`config.mk`:
```
export PLATFORM = sky130hd
export DESIGN_NAME = updi_output_handler
export DESIGN_NICKNAME = d
export VERILOG_FILES = /design/src/rtl/updi_output_handler.sv
export SDC_FILE = /design/constraint.sdc
export NUM_CORES = 1
export LEC_CHECK = 0
export ABC_AREA = 1
export BUFFER_PORTS_ARGS = -buffer_cell sky130_fd_sc_hd__clkbuf_2
export CAP_MARGIN = 20
export CELL_PAD_IN_SITES_DETAIL_PLACEMENT = 2
export CELL_PAD_IN_SITES_GLOBAL_PLACEMENT = 2
export CORE_MARGIN = 5
export CORE_UTILIZATION = 29
export DETAILED_ROUTE_END_ITERATION = 7
export GPL_TIMING_DRIVEN = 0
export PLACE_DENSITY_LB_ADDON = 0.1
export SYNTH_ARGS = -nofsm -noshare
export SYNTH_HDL_FRONTEND = slang
export SYNTH_SLANG_ARGS = --single-unit
```
`constraint.sdc`:
```
create_clock -name clk -period 1.45 [get_ports clk]
set_input_delay 0.145 -clock clk [delete_from_list [all_inputs] [get_ports clk]]
set_output_delay 0.145 -clock clk [all_outputs]
set_load 0.03 [all_outputs]
```
`src/rtl/updi_output_handler.sv`:
```
// UPDI transmit path: SYNCH/opcode/payload bytes into the UART TX FIFO, with each
// single-wire echo read back from the RX FIFO and compared before the next byte goes out.
module updi_output_handler #(
    parameter int BITS_N       = 6,
    parameter bit ECHO_CHECK   = 1'b1,
    parameter int TIMEOUT_BITS = 12
) (
    input  logic              clk,
    input  logic              rst,
    input  logic              start,
    input  logic              send_sync,
    input  logic [7:0]        opcode,
    input  logic [BITS_N-1:0] n_bytes,
    output logic              ready,
    output logic              done,
    output logic              echo_error,
    output logic              echo_timeout,
    input  logic [7:0]        src_fifo_data,
    input  logic              src_fifo_empty,
    output logic              src_fifo_rd_en,
    output logic [7:0]        tx_fifo_data,
    input  logic              tx_fifo_full,
    output logic              tx_fifo_wr_en,
    input  logic [7:0]        rx_fifo_data,
    input  logic              rx_fifo_empty,
    output logic              rx_fifo_rd_en
);

    localparam logic [2:0] S_IDLE     = 3'd0;
    localparam logic [2:0] S_SYNC     = 3'd1;
    localparam logic [2:0] S_OPCODE   = 3'd2;
    localparam logic [2:0] S_PL_READ  = 3'd3;
    localparam logic [2:0] S_PL_WRITE = 3'd4;
    localparam logic [2:0] S_ECHO     = 3'd5;
    localparam logic [2:0] S_ECHO_CHK = 3'd6;
    localparam logic [2:0] S_DONE     = 3'd7;

    localparam logic [7:0]              SYNCH_BYTE = 8'h55;
    localparam logic [BITS_N-1:0]       CNT_ONE    = BITS_N'(1);
    localparam logic [TIMEOUT_BITS-1:0] TMO_ONE    = TIMEOUT_BITS'(1);
    // Last value before all-ones: the increment that reaches all-ones is the timeout.
    localparam logic [TIMEOUT_BITS-1:0] TMO_LAST   = {{(TIMEOUT_BITS-1){1'b1}}, 1'b0};

    logic [2:0]              state;
    logic [2:0]              ret_state;
    logic [7:0]              opcode_q;
    logic [BITS_N-1:0]       n_bytes_q;
    logic [BITS_N-1:0]       count;
    logic [7:0]              last_tx;
    logic [TIMEOUT_BITS-1:0] tmo;
    logic [2:0]              after_opcode;

    assign after_opcode = (n_bytes_q == '0) ? S_DONE : S_PL_READ;

    assign ready = (state == S_IDLE) || (state == S_DONE);
    assign done  = (state == S_DONE);

    always_comb begin
        tx_fifo_data   = 8'h00;
        tx_fifo_wr_en  = 1'b0;
        src_fifo_rd_en = 1'b0;
        rx_fifo_rd_en  = 1'b0;
        case (state)
            S_SYNC: begin
                tx_fifo_data  = SYNCH_BYTE;
                tx_fifo_wr_en = !tx_fifo_full;
            end
            S_OPCODE: begin
                tx_fifo_data  = opcode_q;
                tx_fifo_wr_en = !tx_fifo_full;
            end
            S_PL_READ:  src_fifo_rd_en = !src_fifo_empty;
            S_PL_WRITE: begin
                tx_fifo_data  = src_fifo_data;
                tx_fifo_wr_en = !tx_fifo_full;
            end
            S_ECHO:     rx_fifo_rd_en = !rx_fifo_empty;
            default: ;
        endcase
    end

    always_ff @(posedge clk) begin
        if (rst) begin
            state        <= S_IDLE;
            ret_state    <= S_IDLE;
            opcode_q     <= 8'h00;
            n_bytes_q    <= '0;
            count        <= '0;
            last_tx      <= 8'h00;
            tmo          <= '0;
            echo_error   <= 1'b0;
            echo_timeout <= 1'b0;
        end else begin
            if (tx_fifo_wr_en)
                last_tx <= tx_fifo_data;
            if (state != S_ECHO)
                tmo <= '0;

            // With echo checking disabled, every write jumps straight to its return state.
            case (state)
                S_IDLE: begin
                    if (start) begin
                        opcode_q     <= opcode;
                        n_bytes_q    <= n_bytes;
                        count        <= n_bytes;
                        echo_error   <= 1'b0;
                        echo_timeout <= 1'b0;
                        state        <= send_sync ? S_SYNC : S_OPCODE;
                    end
                end
                S_SYNC: begin
                    if (tx_fifo_wr_en) begin
                        ret_state <= S_OPCODE;
                        state     <= ECHO_CHECK ? S_ECHO : S_OPCODE;
                    end
                end
                S_OPCODE: begin
                    if (tx_fifo_wr_en) begin
                        ret_state <= after_opcode;
                        state     <= ECHO_CHECK ? S_ECHO : after_opcode;
                    end
                end
                S_PL_READ: begin
                    if (!src_fifo_empty)
                        state <= S_PL_WRITE;
                end
                S_PL_WRITE: begin
                    if (tx_fifo_wr_en) begin
                        if (count == CNT_ONE) begin
                            ret_state <= S_DONE;
                            state     <= ECHO_CHECK ? S_ECHO : S_DONE;
                        end else begin
                            count     <= count - CNT_ONE;
                            ret_state <= S_PL_READ;
                            state     <= ECHO_CHECK ? S_ECHO : S_PL_READ;
                        end
                    end
                end
                S_ECHO: begin
                    if (!rx_fifo_empty) begin
                        state <= S_ECHO_CHK;
                    end else begin
                        tmo <= tmo + TMO_ONE;
                        if (tmo == TMO_LAST) begin
                            echo_timeout <= 1'b1;
                            state        <= S_DONE;
                        end
                    end
                end
                S_ECHO_CHK: begin
                    if (rx_fifo_data != last_tx) begin
                        echo_error <= 1'b1;
                        state      <= S_DONE;
                    end else begin
                        state <= ret_state;
                    end
                end
                S_DONE: state <= S_IDLE;
            endcase
        end
    end

endmodule

```
## Word-level counts from Yosys, hierarchy flattened

Cells that the tools add are included.

- $add $sub $neg: 2
- Eq/ne operators: 22
- Multiplexer cells: 31
- Reduce and logical (&&, ||, !) cells: 17

Operators by type and width:

| kind | number |
|---|---|
| 2-to-1 mux 12 bit | 3 |
| 2-to-1 mux 3 bit | 11 |
| case mux 8 bit (3 select lines) | 1 |
| 2-to-1 mux 6 bit | 3 |
| != test 2 bit (second input constant) | 9 |
| case mux 3 bit (6 select lines) | 1 |
| AND reduction 4 bit | 4 |
| adder 12 x 1 -> 12 bit (second input constant) | 1 |
| equality test 12 bit (second input constant) | 1 |
| equality test 3 bit (second input constant) | 4 |
| case mux 6 bit (2 select lines) | 1 |
| case mux 3 bit (3 select lines) | 1 |
| != test 8 bit | 1 |
| 2-to-1 mux 1 bit | 7 |
| equality test 3 x 2 -> 1 bit (second input constant) | 2 |
| equality test 6 x 1 -> 1 bit (second input constant) | 1 |
| logical NOT 6 bit | 1 |
| != test 3 bit (second input constant) | 2 |
| nonzero test 2 bit | 3 |
| subtractor 6 x 1 -> 6 bit (second input constant) | 1 |
| case mux 1 bit (2 select lines) | 2 |
| equality test 3 x 1 -> 1 bit (second input constant) | 1 |
| logical NOT 1 bit | 3 |
| logical NOT 3 bit | 1 |
| 7 further kinds | 7 |

- Register bits: 48
- Input port bits: 37
- Output and inout port bits: 15
- Logic and storage cells: 81

## Logic depth before layout (Yosys ltp)

- Word-level depth: 5
- Gate-level depth with buffers: 11
- Mapped depth without buffers: 11

## Least setup slack after synthesis

Ideal clock, no wire load.

- Path kind: reg2reg
- From: reg state[2]
- To: reg state[2]
- Setup time: 0.121 ns
- Arrival: 1.595 ns
- Required time: 1.329 ns
- Setup slack: -0.266 ns
- Stages on the path, launching flop included: 5
- Path buffers: 0
- Period minus slack after synthesis: 1.716 ns
- Path through: dfxtp_1 -> nand2_1 -> o21ai_0 -> nand3b_1 -> a21oi_1

- Word-level cells in the longest chain between the ends: 5
- Elaborated cells on any way between the ends: 16
- Classes of those cells: eq/ne (11); mux (2); reduce/logical (3)

RTL lines:

| item | RTL line | RTL |
|---|---|---|
| start, declared | 44 | `logic [2:0] state;` |
| start signal, assigned | 108 | `state <= send_sync ? S_SYNC : S_OPCODE;` |
| start signal, assigned | 114 | `state <= ECHO_CHECK ? S_ECHO : S_OPCODE;` |
| start signal, assigned | 120 | `state <= ECHO_CHECK ? S_ECHO : after_opcode;` |
| equality test 3 bit (tied with other cells) | 63, 100 |  |
| OR reduction 3 bit (no source line) | n/a |  |
| 2-to-1 mux 1 bit | n/a |  |
| != test 2 x 1 -> 1 bit (no source line) | n/a |  |
| AND reduction 4 bit (no source line) | n/a |  |

Parallel ways exist; a longest one is shown, timed or not.
A chain may end at the register's enable or synchronous reset.

## Worst setup path in the final report

- From: reg state[1]
- To: out tx_fifo_data[0]

- Word-level cells in the longest chain between the ends: 2
- Elaborated cells on any way between the ends: 4
- Classes of those cells: eq/ne (3); mux (1)

RTL lines:

| item | RTL line | RTL |
|---|---|---|
| equality test 3 bit (tied with other cells) | 63 | `case (state)` |
| case mux 8 bit (3 select lines) * | 63 |  |
| end, declared | 21 | `output logic [7:0] tx_fifo_data,` |

Every way passes the cells marked *; elsewhere a longest branch is shown, timed or not.

==> qor.csv <==
metric,value,unit
FMAX,0.557,GHz
CTS root buffer,clkbuf_8,
min Tclk post-route,1.79,ns
CTS tree,yes,
Peak VDD IR,0.000768,V
Hold Crit Class,in2reg,
remaining antenna violation count,0,
Slowest cell on crit path,dfxtp_4,
Rows,33,
critical path class,reg2out,
post-detail-place hpwl,6180,um
grt ovf,0,
Fin Setup TNS,-9.27,ns
Syn Nets,396,
clock sinks,48,
worst hold slack,0.0993,ns
post-route insts no fill,572,
I/O pin count,52,
status,finished with violations,
Die Y,102,um
largest area contributor in the netlist,dfxtp_1,
gp weighted congestion,0.769,
final WL,12600,um
"Hold Violations, Final",0,
Vias,2929,
period utilization,124,%
top cell type's share of synthesized area,38.9,%
Crit path largest cell delay,0.40,ns
drt drc,0,
unrepaired setup endpoints after global routing,true,
CP top delay family,buffers and inverters,
type of origin of the critical path,flip-flop,
"count leader, synth",nand2_1,
hold path cells,3,
post-synthesis cell type count,35,
CTS H-tree depth,2,
cell count after synthesis,355,
Initial Utilization,29.9,%
#FFs+latches synth,48,
worst slew pin tran,0.747,ns
Max-Cap Viols,0,
Die Wd,102,um
CP Capture Type,output port,
port bufs,50,
"CTS clk-pin slew, worst paths",0.10,ns
DR iter-0 viols,84,
layout cells sized above 1,46.9,%
CP Cell Sequence,nor2_4 -> nand2_8 -> inv_8 -> buf_8 -> nand2_2 -> o211ai_1 -> buf_4,
Syn-to-layout area delta,62.3,%
Crit path arrival time,1.65,ns
total CTS buffers,5,
"Seq/Total Area, Yosys",38.9,%
latest clock arrival within the worst-skew pair,0.32,ns
Core Area,0.00826,sq mm
"EDFF count, synth",0,
WL/cell,22.0,um
Detailed Routing Iterations Pass 1,4,
setup violators final,49,
Total GRT Usage,20.1,%
largest net degree at the start of global routing,15,
total power,0.00866,W
dpl cells,510,
final setup margin,-0.344,ns
Synth async-reset ratio,0,%
Cell Pwr Density,2160,mW/mm^2
Antenna diodes,0,
reg2reg path depth,9,
Area contributors post-synth,"dfxtp_1 (39%), nand2_1 (10%), o21ai_0 (7.7%)",
Die Footprint,0.0105,sq mm
Max clock buf depth,2,
hold buffer count at cts,0,
Avg Inst Size Synth,6.96,sq um
vias per inst,5.12,
Bufs and invs on worst path,3,
Layout Skew,0.0142,ns
vias in the first global route,3105,
Post-Syn Area,0.00247,sq mm
Post-synth top flop,dfxtp_1,
critical path data required time,1.31,ns
synth cell count leaders,"nand2_1 (66), nor2_1 (50), dfxtp_1 (48), inv_1 (48), o21ai_0 (38)",
Worst Path Max Fanout,6,
Leakage,1.70,nW
final slew viol count,0,
WP depth,7,
failing checks,negative setup slack,
fin util,48.5,%
Max-Slew Margin vs Limit,50.2,%
final net count,507,
initial antenna violation count,0,
synth warn,0,
first-pass GRT wire length,16200,um
[kinds of logic after synthesis]
kind of cell,count (synthesis),share of synthesized area (%)
compound gates,92,20.7
xor+xnor,6,2.13
fa+ha+maj,4,2.03
buf+inv,63,10.5
flops,48,38.9
simple gates,142,25.7
[power by group]
group,switching [W],total [W],internal [W]
Sequential,0.000310,0.00198,0.00167
Combinational,0.00321,0.00565,0.00244
Clock,0.000510,0.00102,0.000514
Total,0.00403,0.00866,0.00463
[cell type report]
type                       count  area (sq um)
tap                          105           131
clock inverter                 2          35.0
multi-input combinational    245          1610
buffer                        11           111
fill                         930          4250
sequential                    48           977
clock buffer                   6          72.6
inverter                      52           220
timing repair buffer         103           855
[per-layer routing]
layer	vias up	wire, um	GRT usage, %
met1	1436	4970	24.0
met3	32	458	3.34
met4	0	476	5.25
met5	-	0	0
li1	1368	-	-
met2	93	6700	37.2
[worst reg2reg max path, delay by kind of cell, from the launching register on]
| family | cells | cell delay [ns] |
|---|---|---|
| buf+inv | 3 | 0.39 |
| flops | 1 | 0.40 |
| compound gates | 3 | 0.51 |
| simple gates | 3 | 0.41 |
[sequential cells by signal, summed over array words and instances (netlist names)]
signal and count:
echo_error 1, count 6, last_tx 8, tmo 12, opcode_q 8, echo_timeout 1
state 3, n_bytes_q 6, ret_state 3
[layout by cell type, fill, tap and decap left out, types with 2 or more instances in the layout]
| cell type | synthesis | final |
|---|---|---|
| nor2_4 | 0 | 6 |
| buf_4 | 2 | 38 |
| o21ai_1 | 6 | 9 |
| o21ai_2 | 3 | 22 |
| clkbuf_2 | 0 | 38 |
| nand3b_1 | 3 | 3 |
| nand3_1 | 6 | 6 |
| buf_6 | 1 | 16 |
| ha_1 | 4 | 3 |
| buf_12 | 0 | 3 |
| o21ai_4 | 0 | 7 |
| buf_2 | 5 | 2 |
| inv_8 | 0 | 2 |
| inv_2 | 3 | 5 |
| clkbuf_8 | 0 | 9 |
| a21oi_2 | 2 | 12 |
| dfxtp_4 | 0 | 3 |
| a21oi_1 | 34 | 24 |
| clkbuf_1 | 2 | 2 |
| dfxtp_2 | 0 | 4 |
| a211oi_2 | 1 | 2 |
| nand2_4 | 1 | 3 |
| nand3_4 | 2 | 5 |
| inv_1 | 48 | 42 |
| buf_8 | 0 | 10 |
| inv_4 | 1 | 2 |
| nor2_1 | 50 | 35 |
| nor2_2 | 3 | 12 |
| dfxtp_1 | 48 | 41 |
| nand2_2 | 2 | 8 |
| o211ai_1 | 3 | 3 |
| nand2_1 | 66 | 57 |
| o21ai_0 | 38 | 10 |
| nand4_1 | 3 | 3 |
| xnor2_1 | 5 | 5 |
[per-stage QoR]
step / instance area (sq um) / worst slack (ns)
after CTS: 3610 / -0.290
final: 4010 / -0.344
after global routing: 4010 / -0.382
after detailed placement: 2880 / -0.244
after global placement: 2880 / -0.210
after floorplan: 2500 / -0.0476
[timing repair]
item / 4_1_cts / 5_1_grt
setup buffers: 31 / 26
gates cloned: 2 / 1
resized for setup: 95 / 104
pin swaps: 19 / 26
hold endpoints to repair: 0 / 0
setup endpoints to repair: 49 / 53
[path summary, 6_finish.rpt]
check | from | endpoint | slack (ns)
worst max-delay path | state[1]$_SDFFE_PP0P_ | tx_fifo_data[0] | -0.34
worst min-delay path | opcode[3] | opcode_q[3]$_SDFFE_PP0P_ | 0.1
worst max register to register | state[1]$_SDFFE_PP0P_ | count[3]$_SDFFE_PP0P_ | -0.32
worst min register to register | tmo[4]$_SDFF_PP0_ | tmo[4]$_SDFF_PP0_ | 0.45
(Power assumes the default switching activity.)
